### src/rtl/run_controller.sv
// Core reset sequencer: hold, staggered per-channel release, then count RUN cycles until halt or restart.
// Registered outputs, one-edge response; define RUN_CTRL_WATCHDOG_EN to end RUN at MAX_CYCLES via TIMEOUT.
module run_controller #(
    parameter int              NUM_RST     = 4,
    parameter int              HOLD_CYCLES = 2,
    parameter int              STAGGER     = 1,
    parameter int              CNT_W       = 32,
    parameter longint unsigned MAX_CYCLES  = 40,
    parameter int              HALT_STABLE = 3
) (
    input  logic               clk,
    input  logic               reset,
    input  logic               restart,
    input  logic               halt_req,
    output logic [NUM_RST-1:0] core_rst_n,
    output logic               running,
    output logic               done,
    output logic               timeout,
    output logic [CNT_W-1:0]   cycle_count,
    output logic [2:0]         state
);

    typedef enum logic [2:0] {
        S_HOLD    = 3'd0,
        S_RELEASE = 3'd1,
        S_RUN     = 3'd2,
        S_DONE    = 3'd3,
        S_TIMEOUT = 3'd4
    } state_t;

    if (NUM_RST < 1 || NUM_RST > 16) begin : g_bad_num_rst
        $error("NUM_RST out of range 1..16");
    end
    if (HOLD_CYCLES < 1 || HOLD_CYCLES > 255) begin : g_bad_hold
        $error("HOLD_CYCLES out of range 1..255");
    end
    if (STAGGER < 1 || STAGGER > 15 || HALT_STABLE < 1 || HALT_STABLE > 15) begin : g_bad_small
        $error("STAGGER or HALT_STABLE out of range 1..15");
    end
    if (MAX_CYCLES < 1) begin : g_bad_max
        $error("MAX_CYCLES must be at least 1");
    end

    localparam logic [7:0] HOLD_LAST = 8'(HOLD_CYCLES - 1);
    localparam logic [7:0] REL_LAST  = 8'((NUM_RST - 1) * STAGGER);
    localparam logic [3:0] HS_LAST   = 4'(HALT_STABLE - 1);
`ifdef RUN_CTRL_WATCHDOG_EN
    localparam logic [CNT_W-1:0] MAX_LAST = CNT_W'(MAX_CYCLES - 1);
    localparam logic [CNT_W-1:0] MAX_VAL  = CNT_W'(MAX_CYCLES);
`endif

    state_t             state_q;
    logic [7:0]         hc_q;
    logic [7:0]         sc_q;
    logic [3:0]         hs_q;
    logic [CNT_W-1:0]   cnt_q;
    logic [NUM_RST-1:0] core_q;
    logic               running_q;
    logic               done_q;
`ifdef RUN_CTRL_WATCHDOG_EN
    logic               timeout_q;
`endif

    always_ff @(posedge clk or negedge reset) begin
        if (!reset) begin
            state_q   <= S_HOLD;
            hc_q      <= '0;
            sc_q      <= '0;
            hs_q      <= '0;
            cnt_q     <= '0;
            core_q    <= '0;
            running_q <= 1'b0;
            done_q    <= 1'b0;
`ifdef RUN_CTRL_WATCHDOG_EN
            timeout_q <= 1'b0;
`endif
        end else if (restart) begin
            state_q   <= S_HOLD;
            hc_q      <= '0;
            sc_q      <= '0;
            hs_q      <= '0;
            cnt_q     <= '0;
            core_q    <= '0;
            running_q <= 1'b0;
            done_q    <= 1'b0;
`ifdef RUN_CTRL_WATCHDOG_EN
            timeout_q <= 1'b0;
`endif
        end else begin
            case (state_q)
                S_HOLD: begin
                    core_q <= '0;
                    if (hc_q == HOLD_LAST) begin
                        hc_q    <= '0;
                        sc_q    <= '0;
                        state_q <= S_RELEASE;
                    end else begin
                        hc_q <= hc_q + 8'd1;
                    end
                end
                S_RELEASE: begin
                    // Channel i comes out of reset on the edge where sc reaches i*STAGGER.
                    for (int i = 0; i < NUM_RST; i++) begin
                        if (sc_q == 8'(i * STAGGER)) core_q[i] <= 1'b1;
                    end
                    if (sc_q == REL_LAST) begin
                        state_q   <= S_RUN;
                        running_q <= 1'b1;
                        cnt_q     <= '0;
                        hs_q      <= '0;
                    end else begin
                        sc_q <= sc_q + 8'd1;
                    end
                end
                S_RUN: begin
                    if (cnt_q != {CNT_W{1'b1}}) cnt_q <= cnt_q + {{(CNT_W-1){1'b0}}, 1'b1};
                    hs_q <= halt_req ? hs_q + 4'd1 : 4'd0;
                    if (halt_req && hs_q == HS_LAST) begin
                        state_q   <= S_DONE;
                        running_q <= 1'b0;
                        done_q    <= 1'b1;
                    end
`ifdef RUN_CTRL_WATCHDOG_EN
                    else if (cnt_q == MAX_LAST) begin
                        cnt_q     <= MAX_VAL;
                        state_q   <= S_TIMEOUT;
                        running_q <= 1'b0;
                        timeout_q <= 1'b1;
                    end
`endif
                end
                S_DONE: begin
                    core_q <= '1;
                end
`ifdef RUN_CTRL_WATCHDOG_EN
                S_TIMEOUT: begin
                    core_q <= '1;
                end
`endif
                default: begin
                    state_q   <= S_HOLD;
                    hc_q      <= '0;
                    sc_q      <= '0;
                    hs_q      <= '0;
                    cnt_q     <= '0;
                    core_q    <= '0;
                    running_q <= 1'b0;
                    done_q    <= 1'b0;
`ifdef RUN_CTRL_WATCHDOG_EN
                    timeout_q <= 1'b0;
`endif
                end
            endcase
        end
    end

    assign core_rst_n  = core_q;
    assign running     = running_q;
    assign done        = done_q;
    assign cycle_count = cnt_q;
    assign state       = state_q;
`ifdef RUN_CTRL_WATCHDOG_EN
    assign timeout     = timeout_q;
`else
    assign timeout     = 1'b0;
`endif

endmodule

### config.mk
export PLATFORM = sky130hd
export DESIGN_NAME = run_controller
export DESIGN_NICKNAME = d
export VERILOG_FILES = /design/src/rtl/run_controller.sv
export SDC_FILE = /design/constraint.sdc
export NUM_CORES = 1
export LEC_CHECK = 0
export BUFFER_PORTS_ARGS = -buffer_cell sky130_fd_sc_hd__buf_2
export CAP_MARGIN = 25
export CORE_ASPECT_RATIO = 2
export CORE_MARGIN = 3
export CORE_UTILIZATION = 40
export CTS_CLUSTER_SIZE = 16
export DETAILED_ROUTE_END_ITERATION = 10
export PLACE_DENSITY_LB_ADDON = 0.3
export SLEW_MARGIN = 15
export SYNTH_ARGS = -nofsm -noshare
export SYNTH_HDL_FRONTEND = slang
export SYNTH_SLANG_ARGS = --single-unit
### constraint.sdc
create_clock -name clk -period 2.5 [get_ports clk]
set_input_delay 0.125 -clock clk [delete_from_list [all_inputs] [get_ports clk]]
set_output_delay 0.125 -clock clk [all_outputs]
set_load 0.005 [all_outputs]
==> metrics.txt <==
antenna fix cells 0; height of the chip 141 um; largest net degree at the start of global routing 48; Root Buffer Master sky130_fd_sc_hd__clkbuf_16; tightest slew margin relative to the limit 49.5%; Clock transition at path regs 0.05 ns; kind of start point of the critical path flop; CTS tree done; worst slew pin tran 0.757 ns; number of placement rows 48; achievable clock frequency 410 MHz; Num Clock Sinks 60; number of max-slew violations in the final report 0; ys flop type sky130_fd_sc_hd__dfrtp_1; Post-Syn Area per Cell 8.94 um2; number of buffer and inverter stages on the critical path 2; number of filler cells placed in the layout 830; die boundary width 73.7 um; class of the tightest hold or removal check in -> reg; total of warnings raised by yosys 0; met3 usage 4.11%; initial antenna violation count 0; setup slack on the worst flop-to-flop path 0.06 ns; power density over the cells 877 nW/um2; maximum capacitance violations 0; flops & latches, synth 60; xor/xnor share of the synthesized area 0.717%; DRT Pass-1 Iters 4; aggregate global-route resource usage 21.2%; main combinational cell family by area after synthesis simple AND/OR/NAND/NOR gates; adder and majority gate portion of the synthesized area 5.12%; residual overflow from global routing 0; Critical Path RT 2.76 ns; commonest non-fill, non-tap cell in the layout sky130_fd_sc_hd__dfrtp_1; First DRT Iteration DRCs 215; cell area after synthesis 3660 um2; weighted congestion at the end of routability-driven global placement 0.886; commonest cells after routing, fill and taps aside 60 x sky130_fd_sc_hd__dfrtp_1, 43 x sky130_fd_sc_hd__buf_2, 35 x sky130_fd_sc_hd__nand2_1; maximum vdd drop 0.487 mV; wire length of the first global-routing pass 17100 um; GR peak layer met2; static leakage 2.02 nW; fin crit period 2.44 ns; kind of cell adding the most delay to the critical path simple AND/OR/NAND/NOR gates; number of CTS-inserted buffers 9; portion of total power attributed to sequential cells 27.6%; share of the clock period used by the worst path after layout 97.5%; post-synthesis mux area share 1.13%; Remaining DRCs 0; layout cells sized above 1 22.3%; largest cells by area after synthesis sky130_fd_sc_hd__dfrtp_1 41%, sky130_fd_sc_hd__ha_1 5.1%, sky130_fd_sc_hd__o21ai_0 4.6%; fraction of post-synthesis cell area in the top cell type by area 41.0%; proportion of total power due to net switching 34.5%; synthesis-to-finish area growth 24.7%; detail-routed via count per cell 6.21; overall die area 10400 um2; gate count after technology mapping 410; Port Buffer Count 43; grt met2 use 39.6%; internal power contribution 0.00262 W; Critical Path Sink Type flop; met1 track demand over resource 21.3%; worst path arrival time 2.70 ns; status complete, no violations; stage delay of the slowest cell on the critical path 0.51 ns; number of placed I/O pins 46; Bufs on Longest Clock Path 2; skew final 0.00846 ns; initial standard-cell utilization of the core 41.8%; clock network power share 36.2%; total power draw 0.00401 W; Seq/Total Area, Yosys 41.0%; placeable core region 8770 um2; cell type with the largest total area after synthesis sky130_fd_sc_hd__dfrtp_1; simple-gate area share of the yosys netlist 26.5%; largest fanout of any net on the critical path 24; final routed wirelength across all metal layers 10800 um; share of flip-flops with an asynchronous set or reset 100%; final HPWL from detailed placement 7710 um; synth unique cells 56; cell at the slowest stage of the critical path sky130_fd_sc_hd__or4_1; Switch Pwr 0.00138 W; combinational cell fraction of total power 36.2%; Sum Neg Setup Slack 0 ns; htree depth 3; count of endpoints failing setup in the final report 0; count of flip-flops with a built-in enable after synthesis 0; Crit Path Category reg -> reg; final hold violation count 0; post-layout net count 491; wire length per cell after detailed routing 18.7 um; DR vias 3578; vias in the first global route 3501; area fraction in compound gates after synthesis 21.5%; clock insertion delay at the later pin of the skew report 0.34 ns; antenna-violating nets left 0; cell-by-cell listing of the critical path inv_2 -> ha_4 -> or4bb_4 -> o211ai_4 -> o31ai_4 -> buf_12 -> or4_1 -> a21oi_1
-- worst reg2reg max path: stages (launching register included) --
cell and delay (ns):
sky130_fd_sc_hd__dfrtp_1 0.36, sky130_fd_sc_hd__inv_2 0.06, sky130_fd_sc_hd__ha_4 0.27, sky130_fd_sc_hd__or4bb_4 0.47, sky130_fd_sc_hd__o211ai_4 0.21, sky130_fd_sc_hd__o31ai_4 0.14
sky130_fd_sc_hd__buf_12 0.18, sky130_fd_sc_hd__or4_1 0.52, sky130_fd_sc_hd__a21oi_1 0.16
-- registers in the layout, indices dropped and copies added (netlist names) --
name	count
cycle_count	32
core_rst_n	4
sc_q	8
hs_q	4
hc_q	8
running	1
state	2
done	1
-- worst paths after layout --
path | cells past startpoint | startpoint | end
min reg2reg | 1 | hs_q[3]$_DFFE_PN0P_ | hs_q[3]$_DFFE_PN0P_
max reg2reg | 8 | state[1]$_DFFE_PN0P_ | cycle_count[27]$_DFFE_PN0P_
max | 8 | state[1]$_DFFE_PN0P_ | cycle_count[27]$_DFFE_PN0P_
max in group asynchronous | 3 | reset | sc_q[1]$_DFFE_PN0P_
min | 3 | halt_req | hs_q[1]$_DFFE_PN0P_
min in group asynchronous | 2 | reset | cycle_count[13]$_DFFE_PN0P_
-- per-stage QoR --
step	instances	worst slack (ns)	util [%]	instance area, um2	hold slack [ns]
floorplan	411	0.0567	-	3680	-0.171
global placement	558	0.135	47.5	4160	0.224
detailed placement	558	0.0673	47.5	4160	0.233
CTS	574	0.0568	51.5	4510	0.0825
global route	576	-0.00395	52.1	4570	0.120
finish	576	0.0630	52.1	4570	0.0856
-- repair_timing --
item                                    in CTS  in global routing
resized for setup                            0                  6
buffers inserted                             0                  1
hold buffers                                 1                  0
endpoints found under the setup margin       0                  8
endpoints found under the hold margin       29                  0
-- logic make-up after synthesis --
family / Yosys count
xor gates and xnor gates: 3
other: 1
and+or+nand+nor: 172
buffers and inverters: 33
muxes: 4
AOI/OAI and AO/OA: 122
DFF: 60
adders and majority gates: 15
-- power by group through the flow --
stage / Clock, W / Combinational (W) / Sequential, W
after detailed placement: 0 / 0.00137 / 0.00112
after global routing: 0.00150 / 0.00159 / 0.00111
after global placement: 0 / 0.00134 / 0.00112
after CTS: 0.00146 / 0.00138 / 0.00111
after floorplan: 0 / 0.000794 / 0.00113
final: 0.00145 / 0.00145 / 0.00110
-- cell type report --
type / count / area (um2) / area share, %
tap: 100 / 125 / 2.74
multi-input combinational: 318 / 2070 / 45.3
clock buffer: 10 / 239 / 5.23
clock inverter: 5 / 100 / 2.19
sequential: 60 / 1500 / 32.9
timing repair buffer: 72 / 490 / 10.7
inverter: 11 / 41.3 / 0.904
-- cell usage after synthesis, drive strengths merged (2+ instances only) --
| library cell | instances |
|---|---|
| a21oi | 33 |
| a221o | 3 |
| a31o | 3 |
| a31oi | 6 |
| a41oi | 3 |
| and2 | 4 |
| and3 | 16 |
| and4 | 7 |
| buf | 8 |
| clkbuf | 14 |
| dfrtp | 60 |
| ha | 15 |
| inv | 11 |
| mux2i | 3 |
| nand2 | 35 |
| nand2b | 5 |
| nand3 | 22 |
| nand4 | 11 |
| nand4b | 5 |
| nor2 | 21 |
| nor2b | 3 |
| nor3 | 6 |
| nor4 | 5 |
| o211ai | 3 |
| o21a | 3 |
| o21ai | 36 |
| o31ai | 17 |
| o41ai | 7 |
| or2 | 2 |
| or3 | 10 |
| or4 | 15 |
| xor2 | 2 |
-- metal layers --
metal / share of wire, % / up-vias
li1: - / 1686
met1: 36 / 1776
met2: 57 / 85
met3: 3.3 / 31
met4: 3.4 / 0
met5: 0 / -
No activity file was read; power rests on OpenSTA's default activity.
